$ cat config.mk
export PLATFORM = sky130hd
export DESIGN_NAME = noc_vc_credit_scheduler
export DESIGN_NICKNAME = d
export VERILOG_FILES = /design/src/rtl/noc_vc_credit_scheduler.sv
export SDC_FILE = /design/constraint.sdc
export NUM_CORES = 1
export LEC_CHECK = 0
export ABC_AREA = 1
export CAP_MARGIN = 10
export CORE_ASPECT_RATIO = 2
export CORE_MARGIN = 2
export CORE_UTILIZATION = 41
export DETAILED_ROUTE_END_ITERATION = 7
export HOLD_SLACK_MARGIN = 0.15
export PLACE_DENSITY = 0.84
export REMOVE_ABC_BUFFERS = 1
export SKIP_CTS_REPAIR_TIMING = 1
export SYNTH_ARGS = -nofsm -noshare
export SYNTH_HDL_FRONTEND = slang
export SYNTH_SLANG_ARGS = --single-unit
$ cat constraint.sdc
create_clock -name clk -period 4.6 [get_ports clk]
set_input_delay 0.69 -clock clk [delete_from_list [all_inputs] [get_ports clk]]
set_output_delay 0.69 -clock clk [all_outputs]
set_load 0.02 [all_outputs]
$ cat src/rtl/noc_vc_credit_scheduler.sv
// Purpose: shares one credit-flow-controlled NoC injection port between VC_W
//          virtual-channel requesters, with a round-robin grant and one credit
//          counter per VC.
// Latency: a transfer in cycle N shows on credit_vc_target/credit_packet in N+1.
//          A credit return in N makes the VC eligible in N+1.
// Backpressure: req_ready is high only for the round-robin winner among the VCs
//          that are valid and hold a credit. It is low while rst is asserted.
// Ports:
//   clk, rst               clock and asynchronous active-high reset
//   req_valid/req_packet   per-VC requests; VC i uses req_packet[i*P_W +: P_W]
//   req_ready              one-hot accept to the winning VC
//   credit_vc_target       registered one-hot VC of the injected packet (0 = idle)
//   credit_packet          registered injected packet
//   credit_vc_credit_gnt   per-VC credit return pulses
//   credit_err             sticky: a credit was returned to a VC that was already full
//   sent_count             injected packet count
// Optional feature: define NOC_VC_SCHED_STATS_EN to build the sent_count counter.
//   Without it, sent_count is tied to zero.

module noc_vc_credit_scheduler #(
    parameter int VC_W    = 2,
    parameter int A_W     = 8,
    parameter int D_W     = 32,
    parameter int CREDITS = 4,
    localparam int P_W    = A_W + D_W,
    localparam int C_W    = $clog2(CREDITS + 1)
) (
    input  logic                clk,
    input  logic                rst,
    input  logic [VC_W-1:0]     req_valid,
    input  logic [VC_W*P_W-1:0] req_packet,
    output logic [VC_W-1:0]     req_ready,
    output logic [VC_W-1:0]     credit_vc_target,
    output logic [P_W-1:0]      credit_packet,
    input  logic [VC_W-1:0]     credit_vc_credit_gnt,
    output logic                credit_err,
    output logic [15:0]         sent_count
);

    localparam int LAST_W = (VC_W > 1) ? $clog2(VC_W) : 1;
    localparam logic [C_W-1:0] CNT_MAX = C_W'(CREDITS);

    logic [C_W-1:0]    credit_cnt_q [VC_W];
    logic [C_W-1:0]    credit_cnt_d [VC_W];
    logic [LAST_W-1:0] last_q, last_d;
    logic [VC_W-1:0]   credit_vc_target_q, credit_vc_target_d;
    logic [P_W-1:0]    credit_packet_q, credit_packet_d;
    logic              credit_err_q, credit_err_d;

    logic [VC_W-1:0]   eligible;
    logic [VC_W-1:0]   grant;
    logic [VC_W-1:0]   err_set;
    logic [LAST_W-1:0] win_idx;
    logic [LAST_W-1:0] idx;
    logic              found;
    logic [P_W-1:0]    pkt_sel;

    // Eligibility is masked by rst so nothing is accepted while the counters are
    // held in reset.
    for (genvar i = 0; i < VC_W; i++) begin : g_vc
        assign eligible[i] = req_valid[i] && (credit_cnt_q[i] != '0) && !rst;

        // Send and return together cancel out. A return to a full counter with
        // no send would overflow, so the counter saturates and flags an error.
        always_comb begin
            credit_cnt_d[i] = credit_cnt_q[i];
            err_set[i]      = 1'b0;
            case ({grant[i], credit_vc_credit_gnt[i]})
                2'b10: credit_cnt_d[i] = credit_cnt_q[i] - C_W'(1);
                2'b01: begin
                    if (credit_cnt_q[i] == CNT_MAX) begin
                        err_set[i] = 1'b1;
                    end else begin
                        credit_cnt_d[i] = credit_cnt_q[i] + C_W'(1);
                    end
                end
                default: credit_cnt_d[i] = credit_cnt_q[i];
            endcase
        end

        always_ff @(posedge clk or posedge rst) begin
            if (rst) begin
                credit_cnt_q[i] <= CNT_MAX;
            end else begin
                credit_cnt_q[i] <= credit_cnt_d[i];
            end
        end
    end

    // Round-robin search from last+1, wrapping. The first eligible VC found wins.
    always_comb begin
        grant   = '0;
        win_idx = last_q;
        found   = 1'b0;
        idx     = '0;
        for (int k = 1; k <= VC_W; k++) begin
            idx = LAST_W'((int'(last_q) + k) % VC_W);
            if (!found && eligible[idx]) begin
                found      = 1'b1;
                grant[idx] = 1'b1;
                win_idx    = idx;
            end
        end
    end

    assign req_ready = grant;

    // The grant is one-hot, so an AND-OR mux is enough.
    always_comb begin
        pkt_sel = '0;
        for (int i = 0; i < VC_W; i++) begin
            if (grant[i]) begin
                pkt_sel = pkt_sel | req_packet[i*P_W +: P_W];
            end
        end
    end

    always_comb begin
        credit_vc_target_d = grant;
        credit_packet_d    = found ? pkt_sel : credit_packet_q;
        last_d             = found ? win_idx : last_q;
        credit_err_d       = credit_err_q | (|err_set);
    end

    always_ff @(posedge clk or posedge rst) begin
        if (rst) begin
            last_q             <= LAST_W'(VC_W - 1);
            credit_vc_target_q <= '0;
            credit_packet_q    <= '0;
            credit_err_q       <= 1'b0;
        end else begin
            last_q             <= last_d;
            credit_vc_target_q <= credit_vc_target_d;
            credit_packet_q    <= credit_packet_d;
            credit_err_q       <= credit_err_d;
        end
    end

    assign credit_vc_target = credit_vc_target_q;
    assign credit_packet    = credit_packet_q;
    assign credit_err       = credit_err_q;

`ifdef NOC_VC_SCHED_STATS_EN
    logic [15:0] sent_count_q, sent_count_d;

    // Wraps naturally from 16'hFFFF to 0.
    always_comb begin
        sent_count_d = found ? sent_count_q + 16'd1 : sent_count_q;
    end

    always_ff @(posedge clk or posedge rst) begin
        if (rst) begin
            sent_count_q <= 16'h0000;
        end else begin
            sent_count_q <= sent_count_d;
        end
    end

    assign sent_count = sent_count_q;
`else
    assign sent_count = 16'h0000;
`endif

endmodule
==> key figures <==
Run status
  • Status: finished clean

Finish
  • Commonest non-fill, non-tap cell in the layout: clkdlybuf4s50_1
  • Share of cells above drive strength 1: 0.159
  • Leading cell types in the layout, fill and taps excluded: 130 x clkdlybuf4s50_1, 82 x nor2_1, 47 x dfrtp_1, 40 x o22ai_2, 20 x nand2_1
  • Antenna Cells: 0
  • Area grow syn2layout: 55.1%
  • Final Instance Area: 4010 sq um
  • Non-Filler Instances: 470
  • # nets final: around 470

Detailed routing
  • Antenna viol nets, final: 0
  • Mean number of vias per cell: 4.83
  • WL final: 6960 microns
  • Post-route DRC: 0
  • TritonRoute pass-1 iters: 4
  • Drt initial violations: 140
  • Vias: 2270
  • WL per Instance: 14.8 microns

Global route
  • Largest net degree at the start of global routing: between 50 and 60
  • First-pass GRT wire length: 10600 microns
  • Antenna violations before repair: 0
  • Total track usage: 0.199
  • Total grt overflow: 0
  • Vias in the first global route: approximately 2300

Critical path
  • Crit Path Class: in -> out
  • Critical Path Sink Type: primary output
  • WP data arrival: ~2.6 ns
  • Critical Path RT: 3.91 ns
  • Worst-path fanout max: 21
  • Startpoint types: primary input

Power and ir drop
  • Internal Power: between 1000 and 1500 uW
  • Power share of the clock group: 0.163
  • Switching pwr: approximately 860 uW
  • PwrDens: 556 nW/um^2
  • Leakage: 0.00168 uW
  • Sw Share: 0.385
  • Seq pwr share: 0.350
  • Combinational share of power: 0.487
  • Max VDD drop: between 300 and 400 uV
  • Power, Total: 2230 uW

Place
  • Port Buffers: 130
  • Hpwl dp: 5180 microns
  • DP Cell Count: between 400 and 500
  • GPL Wtd Cong: 0.782
  • Post-DP Area: roughly 3900 sq um

Synth
  • #FFs+latches synth: 50
  • Post-Syn Area: 2580 sq um
  • Synth cell types: 24
  • Ys Warns: 0
  • Register area share after synthesis: 0.485
  • Mean Syn Cell Area: 10.1 sq um
  • Cells after synthesis: 257

Clock tree
  • Clk pin slew, worst setup/hold paths: 0.06 ns
  • TritonCTS clock tree: yes
  • Root Driver: clkbuf_16
  • Clock latency at the later pin of the worst-skew pair: about 0.28 ns
  • CTS H-tree depth: 2
  • Clk buf depth: 2
  • TritonCTS Buffers: 5
  • Clk sinks: 50

Die
  • Die X: about 60 microns
  • # IOs: 147
  • Row cnt: approximately 40
  • Die Y: 116 microns
  • Die Area: 6990 sq um
  • Initial core utilization: 0.416
  • Core area: 6210 sq um

STA
  • Setup TNS: 0 ns
  • RSZ-0062 raised after global routing: false
  • Slew margin rel.: 0.204
  • Setup-failing EPs final: 0
  • Max frequency: roughly 300 MHz
  • Period minus WS final: 3.29 ns
  • Fin. max-slew vios: 0
  • Crit share post-route: 0.715
  • Final Skew: approximately 0.0032 ns
  • Worst slew pin tran: 1.19 ns
  • Count of final hold-check violations: 0

Hold path
  • Worst min-delay path class: reg -> reg

Job
  • # Max-Cap Violations: 0
cell type report:
class | count | area, sq um
clock buffer | 6 | 139
clock inverter | 2 | 12.5
fill | 516 | 2200
inverter | 10 | 37.5
multi-input combinational | 183 | 1130
sequential | 50 | 1250
tap | 86 | 108
timing repair buffer | 133 | 1320
per-stage QoR:
stage,util,hold slack (ns),worst slack (ns)
detailed placement,0.622,0.460,1.20
global route,0.646,0.490,1.16
finish,0.646,0.470,1.31
CTS,0.646,0.469,1.31
floorplan,-,0.449,0.821
global placement,0.622,0.456,1.33
cells in the mapped netlist:
library cell  instances  area (sq um)
nor2_1               82           308
nand2_2               2          12.5
or2_1                 1          6.26
a21oi_2               1          8.76
o221ai_1              1          8.76
o21ai_0               1          5.00
nand2_1              20          75.1
clkbuf_1              1          3.75
buf_2                 6          30.0
nand4_1               2          12.5
nor2_2                1          6.26
dfrtp_1              47          1180
fa_1                  2          40.0
nand3b_1              4          30.0
buf_6                 5          56.3
xor2_1                2          17.5
dfstp_2               3          78.8
buf_1                 1          3.75
conb_1                1          3.75
o22ai_2              40           500
nand3_1               7          35.0
and2_4                1          8.76
buf_4                16           120
inv_1                10          37.5
state kept, by name, summed over array words and instances (netlist names):
name,flops
credit_err,1
credit_vc_target,2
last_q,1
credit_packet,40
credit_cnt_q,6
cells by family (layout without fill, tap and decap cells):
family,count (synthesis),count (layout),synth area share
compound gates,43,43,0.202
xor+xnor,2,2,0.00678
fa+ha+maj,2,2,0.0155
buf+inv,39,151,0.0973
flops,50,50,0.485
other cells,1,16,0.00145
simple gates,120,120,0.191
path summary, 6_finish.rpt:
check	from	to	slack [ns]	cells after the start
hold / removal	credit_cnt_q[2]	credit_cnt_q[2]	0.47	2
setup / recovery	rst	req_ready[0]	1.31	7
hold reg to reg	credit_cnt_q[2]	credit_cnt_q[2]	0.47	2
setup reg to reg	credit_cnt_q[4]	credit_cnt_q[5]	1.84	11
min in group asynchronous	rst	credit_packet[12]	0.92	3
max in group asynchronous	rst	credit_packet[17]	3.26	3
routing by layer:
metal / part of all wire / global-route usage / vias up
met5: 0 / 0 / -
met4: 0.0093 / 0.0489 / 0
met3: 0.12 / 0.0620 / 8
met2: 0.47 / 0.348 / 136
met1: 0.40 / 0.230 / 1059
li1: - / - / 1067
power groups by stage:
stage / sequential (uW) / combinational, uW / clock [uW]
floorplan: 944 / 413 / 0
global placement: 775 / 1050 / 0
detailed placement: 780 / 1090 / 0
CTS: 781 / 1090 / 372
global route: 800 / 1170 / 392
finish: 780 / 1090 / 364
worst max-delay path, cell delays in order:
cell and delay, ns:
clkdlybuf4s50_1 0.43, inv_2 0.07, nand2_1 0.07, a21oi_2 0.20, nand2_2 0.34, inv_1 0.17, clkdlybuf4s50_1 0.62
No activity file was read; power rests on OpenSTA's default activity.
